**config.mk**
```make
export PLATFORM = sky130hd
export DESIGN_NAME = imem_fetch_ctrl
export DESIGN_NICKNAME = d
export VERILOG_FILES = /design/src/rtl/imem_fetch_ctrl.sv
export SDC_FILE = /design/constraint.sdc
export NUM_CORES = 1
export LEC_CHECK = 0
export BUFFER_PORTS_ARGS = -buffer_cell sky130_fd_sc_hd__clkbuf_2
export CAP_MARGIN = 10
export CORE_MARGIN = 10
export CORE_UTILIZATION = 55
export DETAILED_ROUTE_END_ITERATION = 10
export PLACE_DENSITY = 0.84
export SETUP_SLACK_MARGIN = 0.1
export SLEW_MARGIN = 20
export SYNTH_ARGS = -nofsm -noshare
export SYNTH_HDL_FRONTEND = slang
export SYNTH_SLANG_ARGS = --single-unit
```
**constraint.sdc**
```tcl
create_clock -name clk -period 8.76 [get_ports clk]
set_input_delay 0.438 -clock clk [delete_from_list [all_inputs] [get_ports clk]]
set_output_delay 0.438 -clock clk [all_outputs]
set_load 0.02 [all_outputs]
```
**src/rtl/imem_fetch_ctrl.sv**
```systemverilog
// imem_fetch_ctrl: fetch sequencer for a dual-port synchronous instruction ROM.
// Each issue reads the pair (PC, PC+4) on ports A/B. The results land in a
// small prefetch FIFO together with their PCs. The FIFO head is offered to
// decode through a valid/ready handshake. A redirect pulse flushes the FIFO
// and any read in flight, then restarts fetch at the new PC.
// Optional build macro IMEM_FETCH_STATS_EN adds the stat_fetched and
// stat_flushed counters.
module imem_fetch_ctrl #(
  parameter int          DEPTH    = 4,
  parameter logic [31:0] RESET_PC = 32'h0000_0000,
  parameter logic [31:0] NOP      = 32'h0000_0013
) (
  input  logic        clk,
  input  logic        reset,
  output logic [31:0] rom_addrA,
  output logic [31:0] rom_addrB,
  input  logic [31:0] rom_doutA,
  input  logic [31:0] rom_doutB,
  input  logic        redirect_valid,
  input  logic [31:0] redirect_pc,
  output logic        instr_valid,
  input  logic        instr_ready,
  output logic [31:0] instr_data,
  output logic [31:0] instr_pc
`ifdef IMEM_FETCH_STATS_EN
  ,
  output logic [31:0] stat_fetched,
  output logic [31:0] stat_flushed
`endif
);

  localparam int PTR_W = $clog2(DEPTH);
  localparam int CNT_W = $clog2(DEPTH + 1);
  localparam logic [PTR_W-1:0] LAST_PAIR = PTR_W'(DEPTH - 2);
  localparam logic [PTR_W-1:0] LAST_IDX  = PTR_W'(DEPTH - 1);

  logic [31:0]      r_fetch_pc;
  logic [31:0]      r_issued_pc;
  logic [31:0]      r_idle_pc;
  logic             r_inflight;
  logic [PTR_W-1:0] r_head;
  logic [PTR_W-1:0] r_tail;
  logic [CNT_W-1:0] r_count;
  logic [31:0]      r_data_mem [DEPTH];
  logic [31:0]      r_pc_mem   [DEPTH];

  logic             w_valid;
  logic             w_pop;
  logic             w_push;
  logic             w_issue;
  int               w_credit;
  logic [31:0]      w_redirect_pc;
  logic [PTR_W-1:0] w_head_next;
  logic [PTR_W-1:0] w_tail_next;
  logic [PTR_W-1:0] w_tail_odd;
  logic [1:0]       w_unused_lsbs;

  assign w_valid       = (r_count != '0);
  assign w_pop         = w_valid && instr_ready;
  // A response still in flight is dropped when a redirect arrives in the same cycle.
  assign w_push        = r_inflight && !redirect_valid;
  assign w_redirect_pc = {redirect_pc[31:2], 2'b00};
  assign w_unused_lsbs = redirect_pc[1:0];
  assign w_head_next   = (r_head == LAST_IDX) ? '0 : r_head + PTR_W'(1);
  // The tail only ever moves in pairs from 0, so it stays even and tail+1 never wraps.
  assign w_tail_next   = (r_tail == LAST_PAIR) ? '0 : r_tail + PTR_W'(2);
  assign w_tail_odd    = r_tail + PTR_W'(1);

  // Credit check: occupancy after this cycle's pop plus the pair still in flight.
  always_comb begin
    // NOTE: every signal assigned here gets a default first, so no latch is inferred.
    w_credit = 0;
    w_issue  = 1'b0;
    w_credit = int'(r_count) - int'(w_pop) + 2 * int'(r_inflight);
    w_issue  = !reset && !redirect_valid && (w_credit <= DEPTH - 2);
  end

  // Fetch PC, in-flight flag and FIFO bookkeeping; redirect outranks everything but reset.
  always_ff @(posedge clk) begin
    // NOTE: state uses non-blocking assignments so every register updates from pre-edge values.
    if (reset) begin
      r_fetch_pc  <= RESET_PC;
      r_issued_pc <= RESET_PC;
      r_idle_pc   <= RESET_PC;
      r_inflight  <= 1'b0;
      r_head      <= '0;
      r_tail      <= '0;
      r_count     <= '0;
    end else if (redirect_valid) begin
      r_fetch_pc <= w_redirect_pc;
      r_idle_pc  <= w_redirect_pc;
      r_inflight <= 1'b0;
      r_head     <= '0;
      r_tail     <= '0;
      r_count    <= '0;
    end else begin
      r_inflight <= w_issue;
      if (w_issue) begin
        r_fetch_pc  <= r_fetch_pc + 32'd8;
        r_issued_pc <= r_fetch_pc;
      end
      if (w_pop) begin
        r_head    <= w_head_next;
        r_idle_pc <= r_pc_mem[r_head];
      end
      if (w_push) begin
        r_tail <= w_tail_next;
        // The credit rule leaves room for a full pair whenever a push lands.
        assert (int'(r_count) - int'(w_pop) + 2 <= DEPTH);
      end
      r_count <= r_count + (w_push ? CNT_W'(2) : '0) - (w_pop ? CNT_W'(1) : '0);
    end
  end

  // FIFO storage: port A word goes ahead of port B word.
  always_ff @(posedge clk) begin
    // NOTE: storage is not reset; r_count gates every read, so stale contents are never visible.
    if (!reset && w_push) begin
      r_data_mem[r_tail]     <= rom_doutA;
      r_pc_mem[r_tail]       <= r_issued_pc;
      r_data_mem[w_tail_odd] <= rom_doutB;
      r_pc_mem[w_tail_odd]   <= r_issued_pc + 32'd4;
    end
  end

  assign rom_addrA   = r_fetch_pc;
  assign rom_addrB   = r_fetch_pc + 32'd4;
  assign instr_valid = w_valid;
  assign instr_data  = w_valid ? r_data_mem[r_head] : NOP;
  assign instr_pc    = w_valid ? r_pc_mem[r_head] : r_idle_pc;

`ifdef IMEM_FETCH_STATS_EN
  // Statistics: words written into the FIFO, and words thrown away by redirects.
  always_ff @(posedge clk) begin
    if (reset) begin
      stat_fetched <= '0;
      stat_flushed <= '0;
    end else begin
      if (w_push) begin
        stat_fetched <= stat_fetched + 32'd2;
      end
      // On a redirect, w_credit counts the entries left after the pop plus the pair in flight.
      if (redirect_valid) begin
        stat_flushed <= stat_flushed + 32'(w_credit);
      end
    end
  end
`else
  // Statistics counters are not built in this configuration.
`endif

endmodule
```
* After elaboration in Yosys (flattened, before gate mapping)
Memories as Yosys holds them, arrays and structs flattened. A register that Yosys moved wholly into a read port is not among the register bits.
Index checks and enable logic that the tools add are counted.
Widths: inputs -> output; s select.
** Operators by class
- $lt $le $gt $ge :: 1
- Equal/unequal tests :: 2
- Mux-type cells :: 16
- Bitwise gates (word level) :: 1
- Add/subtract/negate cells :: 10
- Reduce and logical (&&, ||, !) cells :: 12
** Operator list (number)
- $mux 32 :: 6
- $add 32x3->32 const B :: 2
- $add 32x4->32 const B :: 1
- $mux 2 :: 7
- $add 4x3->5 :: 1
- $le 5x3->1 const B :: 1
- $logic_and 1x1->1 :: 5
- $add 2x1->2 const B :: 2
- $eq 2x2->1 const B :: 2
- $reduce_bool 2->1 :: 2
- $sub 3x1->4 :: 1
- $add 3x2->3 :: 1
- $mux 1 :: 3
- $reduce_bool 3->1 :: 1
- $sub 3x1->3 :: 1
- $add 2x2->2 const B :: 1
- $logic_not 1->1 :: 2
- $reduce_and 2->1 :: 1
- $reduce_or 2->1 :: 1
- $not 1->1 :: 1
** Storage, ports and cells
- Output and inout bits :: 129
- Word-level logic and storage cells :: 53
- Register bits :: 104
- Memories :: 2
- RAM bits :: 256
** Memories
- r_data_mem :: depth 4, bits a word 32, read ports 1, clocked after memory_dff 1, wr ports 2, RTL line 44 : logic [31:0] r_data_mem [DEPTH];
- r_pc_mem :: depth 4, bits a word 32, read ports 1, clocked after memory_dff 1, wr ports 2, RTL line 45 : logic [31:0] r_pc_mem [DEPTH];

* Longest topological paths before layout
Gate-level depths: netlist of run 1.
- Depth in word-level cells :: 8
- Depth in mapped cells :: 17
- Gate-level depth less buffers :: 14

* Least setup slack after synthesis of run 1
OpenSTA, ideal clock, no wires.
- Path type :: input to register
- Start point :: input redirect_valid
- End point :: memory r_data_mem[2][0] (enable)
- Data required time :: 8123 ps
- Stages :: 3
- Arrival :: 6786 ps
- Setup time :: 637 ps
- Path slack :: 1337 ps
- Path through :: clkbuf_1 -> clkbuf_1 -> nor4bb_1
** RTL lines
- from (decl) :: RTL line 19 : input logic redirect_valid,
- to (decl) :: RTL line 44

* Worst setup path after layout of run 1
- Start point :: register r_count[2]
- End point :: register r_fetch_pc[24], in the netlist rom_addrA[24]
** On the way
- Cells in the longest elaborated chain, start to end :: 7
** Ends and longest elaborated chain
- from (decl) :: RTL line 43 : logic [CNT_W-1:0] r_count;
- from (signal assigned) :: RTL line 111 : r_count <= r_count + (w_push ? CNT_W'(2) : '0) - (w_pop ? CNT_W'(1) : '0);
- $reduce_bool 3->1 :: RTL line 58 : assign w_valid = (r_count != '0);
- $logic_and 1x1->1 :: RTL line 59 : assign w_pop = w_valid && instr_ready;
- $sub 3x1->4 * :: RTL line 74 : w_credit = int'(r_count) - int'(w_pop) + 2 * int'(r_inflight);
- $add 4x3->5 * :: RTL line 74
- $le 5x3->1 * :: RTL line 75 : w_issue = !reset && !redirect_valid && (w_credit <= DEPTH - 2);
- $logic_and 1x1->1 * :: RTL line 75
- $reduce_bool 2->1 (no source line) *
- to (signal assigned) :: RTL line 90 : r_fetch_pc <= w_redirect_pc;
- to (signal assigned) :: RTL line 99 : r_fetch_pc <= r_fetch_pc + 32'd8;
- to (decl) :: RTL line 37 : logic [31:0] r_fetch_pc;
Every way passes the cells marked *; elsewhere a longest branch is shown, timed or not.
A chain may end at the register's enable or synchronous reset.

==> results.json, run 1 <==
{
  "status": "finished clean",
  "busiest_layer": "met2",
  "fmax_mhz": 191.3,
  "synthCells": 1429,
  "postCtsSetupBuffers": 0,
  "endpoint": "rom_addrA[24]",
  "ys_seq_elements": 347,
  "p_leak_nw": 7.095,
  "power.switching_w": 0.001252,
  "clock_skew_ns": 0.01827,
  "std_cell_rows": 63,
  "yosysSeqAreaShare": 0.5665,
  "design.die.area_mm2": 0.03762,
  "cts_tree": "done",
  "seq_power_share": 0.445,
  "post-route-cell-area_mm2": 0.01897,
  "vias": 11725,
  "cpPeakStageDelay_ns": 0.87,
  "vias_per_cell": 6.013,
  "numCtsBuffers": 37,
  "holdCritPathClass": "input pin to flip-flop",
  "dp_hpwl_um": 27290,
  "ioPinCount": 229,
  "synth_top_area_share": 0.4474,
  "crit_path_top_delay_cell": "o32a_1",
  "multiInputGateArea_mm2": 0.006475,
  "cp-end-kind": "flip-flop",
  "clk_pin_slew_worst_paths_ns": 0.06,
  "grt_antenna_before_repair": 0,
  "floorplan.initialDensity": 0.5601,
  "synthToLayoutAreaGrowth_pct": 13.97,
  "grt_max_degree": 78,
  "ctsResizeCount": 0,
  "core_area_mm2": 0.02972,
  "drt_iter0_markers": 1164,
  "crit_top_cell": "ha_1",
  "clock_latency_ns": 0.52,
  "fin_nets": 1645,
  "rsz0062_at_grt": "no",
  "h-tree-depth": 2,
  "antenna_left": 0,
  "drcViolationCount": 0,
  "power_density_mw_per_mm2": 229.8,
  "dpl_cell_area_mm2": 0.01769,
  "critical_path_class": "flip-flop to flip-flop",
  "grt_usage": 0.2121,
  "die_w_um": 194.0,
  "fillCellCount": 2153,
  "async_flop_share": 0,
  "clkSinkCount": 347,
  "p_comb_frac": 0.182,
  "ff2ff_path_depth": 15,
  "finalCritPeriodShare": 0.5966,
  "ff_latch_area_mm2": 0.009434,
  "drv_cap": 0,
  "drive_above_1_share": 0.2686,
  "grt_overflow_total": 0,
  "crit_path_start": "r_count[2]",
  "post-route-min-period_ns": 5.227,
  "grt_pass1_vias": 11790,
  "synthFlopType": "edfxtp_1",
  "wl_per_cell_um": 21.30,
  "die_h_um": 194.0,
  "r2r_setup_slack_ns": 3.53,
  "use_met2": 0.3461,
  "arrival_ns": 5.64,
  "cts_buffer_depth": 3,
  "postCtsHoldBufs": 0,
  "r2r-end": "rom_addrA[24]",
  "grt.met1_usage": 0.2752,
  "gr-usage-met3": 0.05118,
  "fin_tns_setup_ns": 0,
  "io_buffers": 220,
  "yosys.area.top_type": "edfxtp_1",
  "globalplace.congestion": 0.8627,
  "post_synth_num_cell_types": 61,
  "path_max_fanout": 34,
  "drt_wl_total_um": 41530,
  "grt_pass1_wl_um": 65360,
  "cts_root_buf": "clkbuf_16",
  "swShare": 0.2872,
  "intPower_w": 0.003107,
  "synth.area.top_cells": "edfxtp_1, dfxtp_1, mux4_2",
  "avgSynthCellArea_um2": 11.65,
  "hold_viol": 0,
  "synth_area_mm2": 0.01664,
  "min_from": "rom_doutA[1]",
  "drtPass1Iterations": 6,
  "synth_edf_count": 248,
  "final_util": 0.6383,
  "yosysWarnings": 0,
  "antenna_cells": 0,
  "clkPwrFrac": 0.373,
  "crit_path_start_kind": "flip-flop",
  "finalSetupViolations": 0,
  "worstPathRequired_ns": 9.17,
  "max_slew.worst_pin.slew_ns": 1.019,
  "worstPathCellList": "nor3_2, buf_4, inv_2, nand2_1, inv_2, ha_1, ha_1, inv_1, ha_1, ha_1, inv_1, a31oi_1, o32a_1, nor4_1, o31a_1",
  "slew_viol_final": 0,
  "ir_drop_mv": 0.1380,
  "worstReg2RegStart": "r_count[2]",
  "slew_headroom": 0.3201
}
==> sequential cells by signal, summed over array words and instances (netlist names), named ones only <==
| register | cells |
|---|---|
| r_data_mem | 128 |
| r_pc_mem | 120 |
| r_idle_pc | 30 |
| r_issued_pc | 30 |
| rom_addrA | 30 |
| r_count | 3 |
| r_head | 2 |
| r_inflight | 1 |
| r_tail | 1 |
==> through the flow <==
| step | cells | setup slack, ns | hold WS [ns] | power (W) |
|---|---|---|---|---|
| floorplan | 1434 | 1.337 | 0.4064 | 0.002489 |
| global placement | 1885 | 3.790 | 0.4631 | 0.002735 |
| detailed placement | 1885 | 3.672 | 0.4745 | 0.002757 |
| CTS | 1950 | 3.626 | 0.1154 | 0.004373 |
| global route | 1950 | 3.211 | 0.1333 | 0.004511 |
| finish | 1950 | 3.533 | 0.1358 | 0.004359 |
==> critical path, delay by kind of cell, from the launching register on <==
family / cells / cell delay (ns)
AO/OA/AOI/OAI: 3 / 1.51
buffers and inverters: 5 / 1.15
adder cells (fa/ha/maj): 4 / 1.13
AND/OR/NAND/NOR: 3 / 0.95
flip-flops: 1 / 0.36
==> per-layer routing <==
layer | wire, um | part of all wire | vias up
li1 | - | - | 5304
met1 | 16520 | 0.40 | 5727
met2 | 19870 | 0.48 | 622
met3 | 4202 | 0.10 | 72
met4 | 937 | 0.023 | 0
met5 | 0 | 0 | -
==> worst min-delay path by stage <==
stage               depth (start not counted)           endpoint  slack (ns)
floorplan                                   0    r_pc_mem[0][11]        0.41
finish                                      1   r_data_mem[0][1]        0.14
global route                                1   r_data_mem[0][1]        0.13
detailed placement                          2      r_idle_pc[10]        0.47
CTS                                         1  r_data_mem[2][18]        0.12
global placement                            2      r_idle_pc[13]        0.46
==> logic make-up (layout without fill, tap and decap cells) <==
logic type | count (synthesis) | after routing | share of synthesized area
and+or+nand+nor | 526 | 526 | 0.1471
DFF | 347 | 347 | 0.5665
buffers and inverters | 195 | 321 | 0.04811
AOI/OAI and AO/OA | 143 | 143 | 0.06367
muxes | 114 | 114 | 0.1177
xor gates and xnor gates | 92 | 92 | 0.04841
adders and majority gates | 11 | 11 | 0.008269
other | 1 | 6 | 0.0002253
==> cells in the mapped netlist (all sizes together) (11+ instances only) <==
cell,number
clkbuf,137
nor2,45
ha,11
mux2i,18
edfxtp,248
o21a,17
buf,38
o21ai,19
dfxtp,99
mux2,34
nand4,21
nor3,19
or3,11
and2,34
xnor2,58
a311oi,15
nor4,15
nand3,59
o211ai,28
nand2,291
xor2,34
a21boi,18
o31a,22
inv,17
mux4,62
==> power by group through the flow <==
stage,registers (W),clock network (W),logic [W]
finish,0.00194,0.00163,0.000793
global route,0.00195,0.00171,0.000856
CTS,0.00194,0.00164,0.000794
detailed placement,0.00197,0,0.000787
global placement,0.00196,0,0.000772
floorplan,0.00193,0,0.000557
==> layout by cell type (no fill, tap or decap), drive strengths merged, types with 3 or more instances in the layout <==
| cell type | count |
|---|---|
| mux4 | 62 |
| nand4 | 21 |
| bufinv | 5 |
| mux2i | 18 |
| dfxtp | 99 |
| nor2 | 45 |
| or3 | 11 |
| o211ai | 28 |
| mux2 | 34 |
| xor2 | 34 |
| clkinv | 13 |
| xnor2 | 58 |
| nor3 | 19 |
| nand2 | 291 |
| o21a | 17 |
| ha | 11 |
| and4 | 5 |
| a31oi | 9 |
| inv | 19 |
| o21ai | 19 |
| a311oi | 15 |
| o31a | 22 |
| and3 | 8 |
| or4 | 4 |
| or2 | 6 |
| nor4 | 15 |
| o31ai | 3 |
| and2 | 34 |
| a21boi | 18 |
| clkbuf | 267 |
| a21oi | 4 |
| conb | 6 |
| buf | 16 |
| nand3 | 59 |
| edfxtp | 248 |
==> layout make-up <==
cell class              count  area share
well taps                 390     0.02572
clock buffers              47     0.05580
inverters                  20    0.004023
flip-flops and latches    347      0.4973
repair buffers            236     0.06438
clock inverters            18     0.01141
multi-input cells         892      0.3413
Power figures use the tool's default switching activity.
==> inputs of run 2 (changes only) <==
clock period = 5.1 ns   (was 8.76 ns; I/O delays follow)
==> run 2 against run 1 <==
- clock skew increased by 0.0037 ns
- combinational power increased by 75%
- die area unchanged
- fmax increased by 42%
- sequential power increased by 72%
- clock power increased by 64%
- worst setup slack got worse by 2.1 ns
- critical path type unchanged
- largest cell class unchanged
- highest routed layer unchanged
==> results.json, run 2 (same netlist as run 1, synthesis figures left out) <==
{
  "status": "finished clean",
  "fin_nets": 1681,
  "drive_above_1_share": 0.2633,
  "ff2ff_path_depth": 14,
  "grt_max_degree": 104,
  "drv_cap": 0,
  "fin_tns_setup_ns": 0,
  "hold_end": "r_data_mem[1][18]",
  "core_area_mm2": 0.02972,
  "worst-path-buf-inv": 4,
  "largest_register": "r_data_mem",
  "max_slew.worst_pin.slew_ns": 1.051,
  "worstReg2RegStart": "r_count[2]",
  "hold_viol": 0,
  "globalplace.congestion": 0.8955,
  "cts_buffer_depth": 3,
  "crit_path_start_kind": "flip-flop",
  "grt_usage": 0.2176,
  "dp_hpwl_um": 27120,
  "std_cell_rows": 63,
  "postCtsSetupBuffers": 0,
  "final_util": 0.6485,
  "crit_top_cell": "ha_1",
  "drtPass1Iterations": 5,
  "path_max_fanout": 25,
  "cts_root_buf": "clkbuf_16",
  "die_w_um": 194.0,
  "largest_reg_flops": 128,
  "drcViolationCount": 0,
  "worstPathRequired_ns": 5.52,
  "design.die.area_mm2": 0.03762,
  "p_leak_nw": 7.217,
  "ctsResizeCount": 0,
  "cp-end-kind": "flip-flop",
  "r2r_setup_slack_ns": 1.43,
  "finalSetupViolations": 0,
  "final_common_cell": "nand2_1",
  "clk_pin_slew_worst_paths_ns": 0.06,
  "min_from": "rom_doutB[18]",
  "clkSinkCount": 347,
  "grt_overflow_total": 0,
  "vias": 11950,
  "vias_per_cell": 6.020,
  "rsz0062_at_grt": "no",
  "antenna_cells": 0,
  "finalCritPeriodShare": 0.7205,
  "die_h_um": 194.0,
  "critPathTopFamily": "compound AO/OA/AOI/OAI gates",
  "grt_pass1_vias": 12077,
  "cts_tree": "done",
  "fmax_mhz": 272.1,
  "drt_wl_total_um": 42610,
  "holdCritPathClass": "input pin to flip-flop",
  "antenna_left": 0,
  "floorplan.initialDensity": 0.5601,
  "slew_viol_final": 0,
  "crit_path_top_delay_cell": "o32a_1",
  "critical_path_class": "flip-flop to flip-flop",
  "h-tree-depth": 2,
  "post-route-min-period_ns": 3.675,
  "drt_iter0_markers": 1259,
  "grt_antenna_before_repair": 0,
  "hold_depth": 3,
  "ir_drop_mv": 0.2834,
  "io_buffers": 220,
  "wl_per_cell_um": 21.47,
  "worstPathCellList": "nor3_2, inv_2, nand2_1, inv_2, ha_1, ha_1, inv_1, ha_1, ha_1, inv_1, a31oi_1, o32a_1, o21ai_0, a311oi_1",
  "grt_pass1_wl_um": 67050,
  "synthToLayoutAreaGrowth_pct": 15.79,
  "power_density_mw_per_mm2": 384.7,
  "numCtsBuffers": 37,
  "mostFrequentLayoutCells": "nand2_1, edfxtp_1, clkbuf_2, dfxtp_1, mux4_2",
  "clock_skew_ns": 0.02193,
  "top_regs": "r_data_mem x128, r_pc_mem x120",
  "ioPinCount": 229,
  "clock_latency_ns": 0.53,
  "arrival_ns": 4.10,
  "cpPeakStageDelay_ns": 0.89,
  "slew_headroom": 0.2984,
  "r2r-end": "rom_addrA[28]"
}
## run 2: what timing repair did
item / CTS / global route
hold buffers: 33 / 0
endpoints found under the setup margin: 0 / 0
endpoints found under the hold margin: 65 / 0
## run 2: layout make-up
class / count / area, um^2
tap: 390 / 488.0
fill: 2092 / 10450
clock buffer: 51 / 1060
sequential: 347 / 9434
inverter: 20 / 76.32
timing repair buffer: 272 / 1587
clock inverter: 13 / 152.6
multi-input combinational: 892 / 6475
## run 2: worst max-delay path by stage
stage                          start                end  slack, ns  depth (start not counted)
final                     r_count[2]      rom_addrA[28]       1.43                         14
after global routing      r_count[2]      rom_addrA[28]       1.20                         14
after CTS                 r_count[2]      rom_addrA[28]       1.49                         14
after detailed placement       reset  r_data_mem[0][20]       1.56                          5
after global placement         reset  r_data_mem[0][20]       1.55                          5
after floorplan                reset   r_data_mem[2][0]       0.31                          3
## run 2: per-layer routing
layer / GRT usage / vias to the layer above / routed length (um)
met4: 0.07524 / 0 / 1105
met1: 0.2872 / 5845 / 17060
met3: 0.05550 / 85 / 4156
met2: 0.3427 / 645 / 20290
li1: - / 5375 / -
met5: 0 / - / 0
## run 2: power by group
group          internal [W]  leakage (nW)  switching, W
logic              0.000468          3.53      0.000925
clock network       0.00161         0.598       0.00107
registers           0.00317          3.09      0.000166
## run 2: worst min-delay path, delay by kind of cell
kind                   cells  cell delay (ns)
buffers and inverters      1             0.08
AND/OR/NAND/NOR            2             0.09
## run 2: metrics by stage
stage	total power [W]	setup WS (ns)	instances	hold slack [ns]	cell area, um^2
final	0.007414	1.425	1985	0.01988	19270
after global routing	0.007686	1.195	1985	0.01294	19270
after CTS	0.007432	1.493	1985	0.0002153	19270
after detailed placement	0.004748	1.561	1888	0.4688	17730
after global placement	0.004704	1.555	1888	0.4604	17730
after floorplan	0.004275	0.3086	1434	0.3539	16670
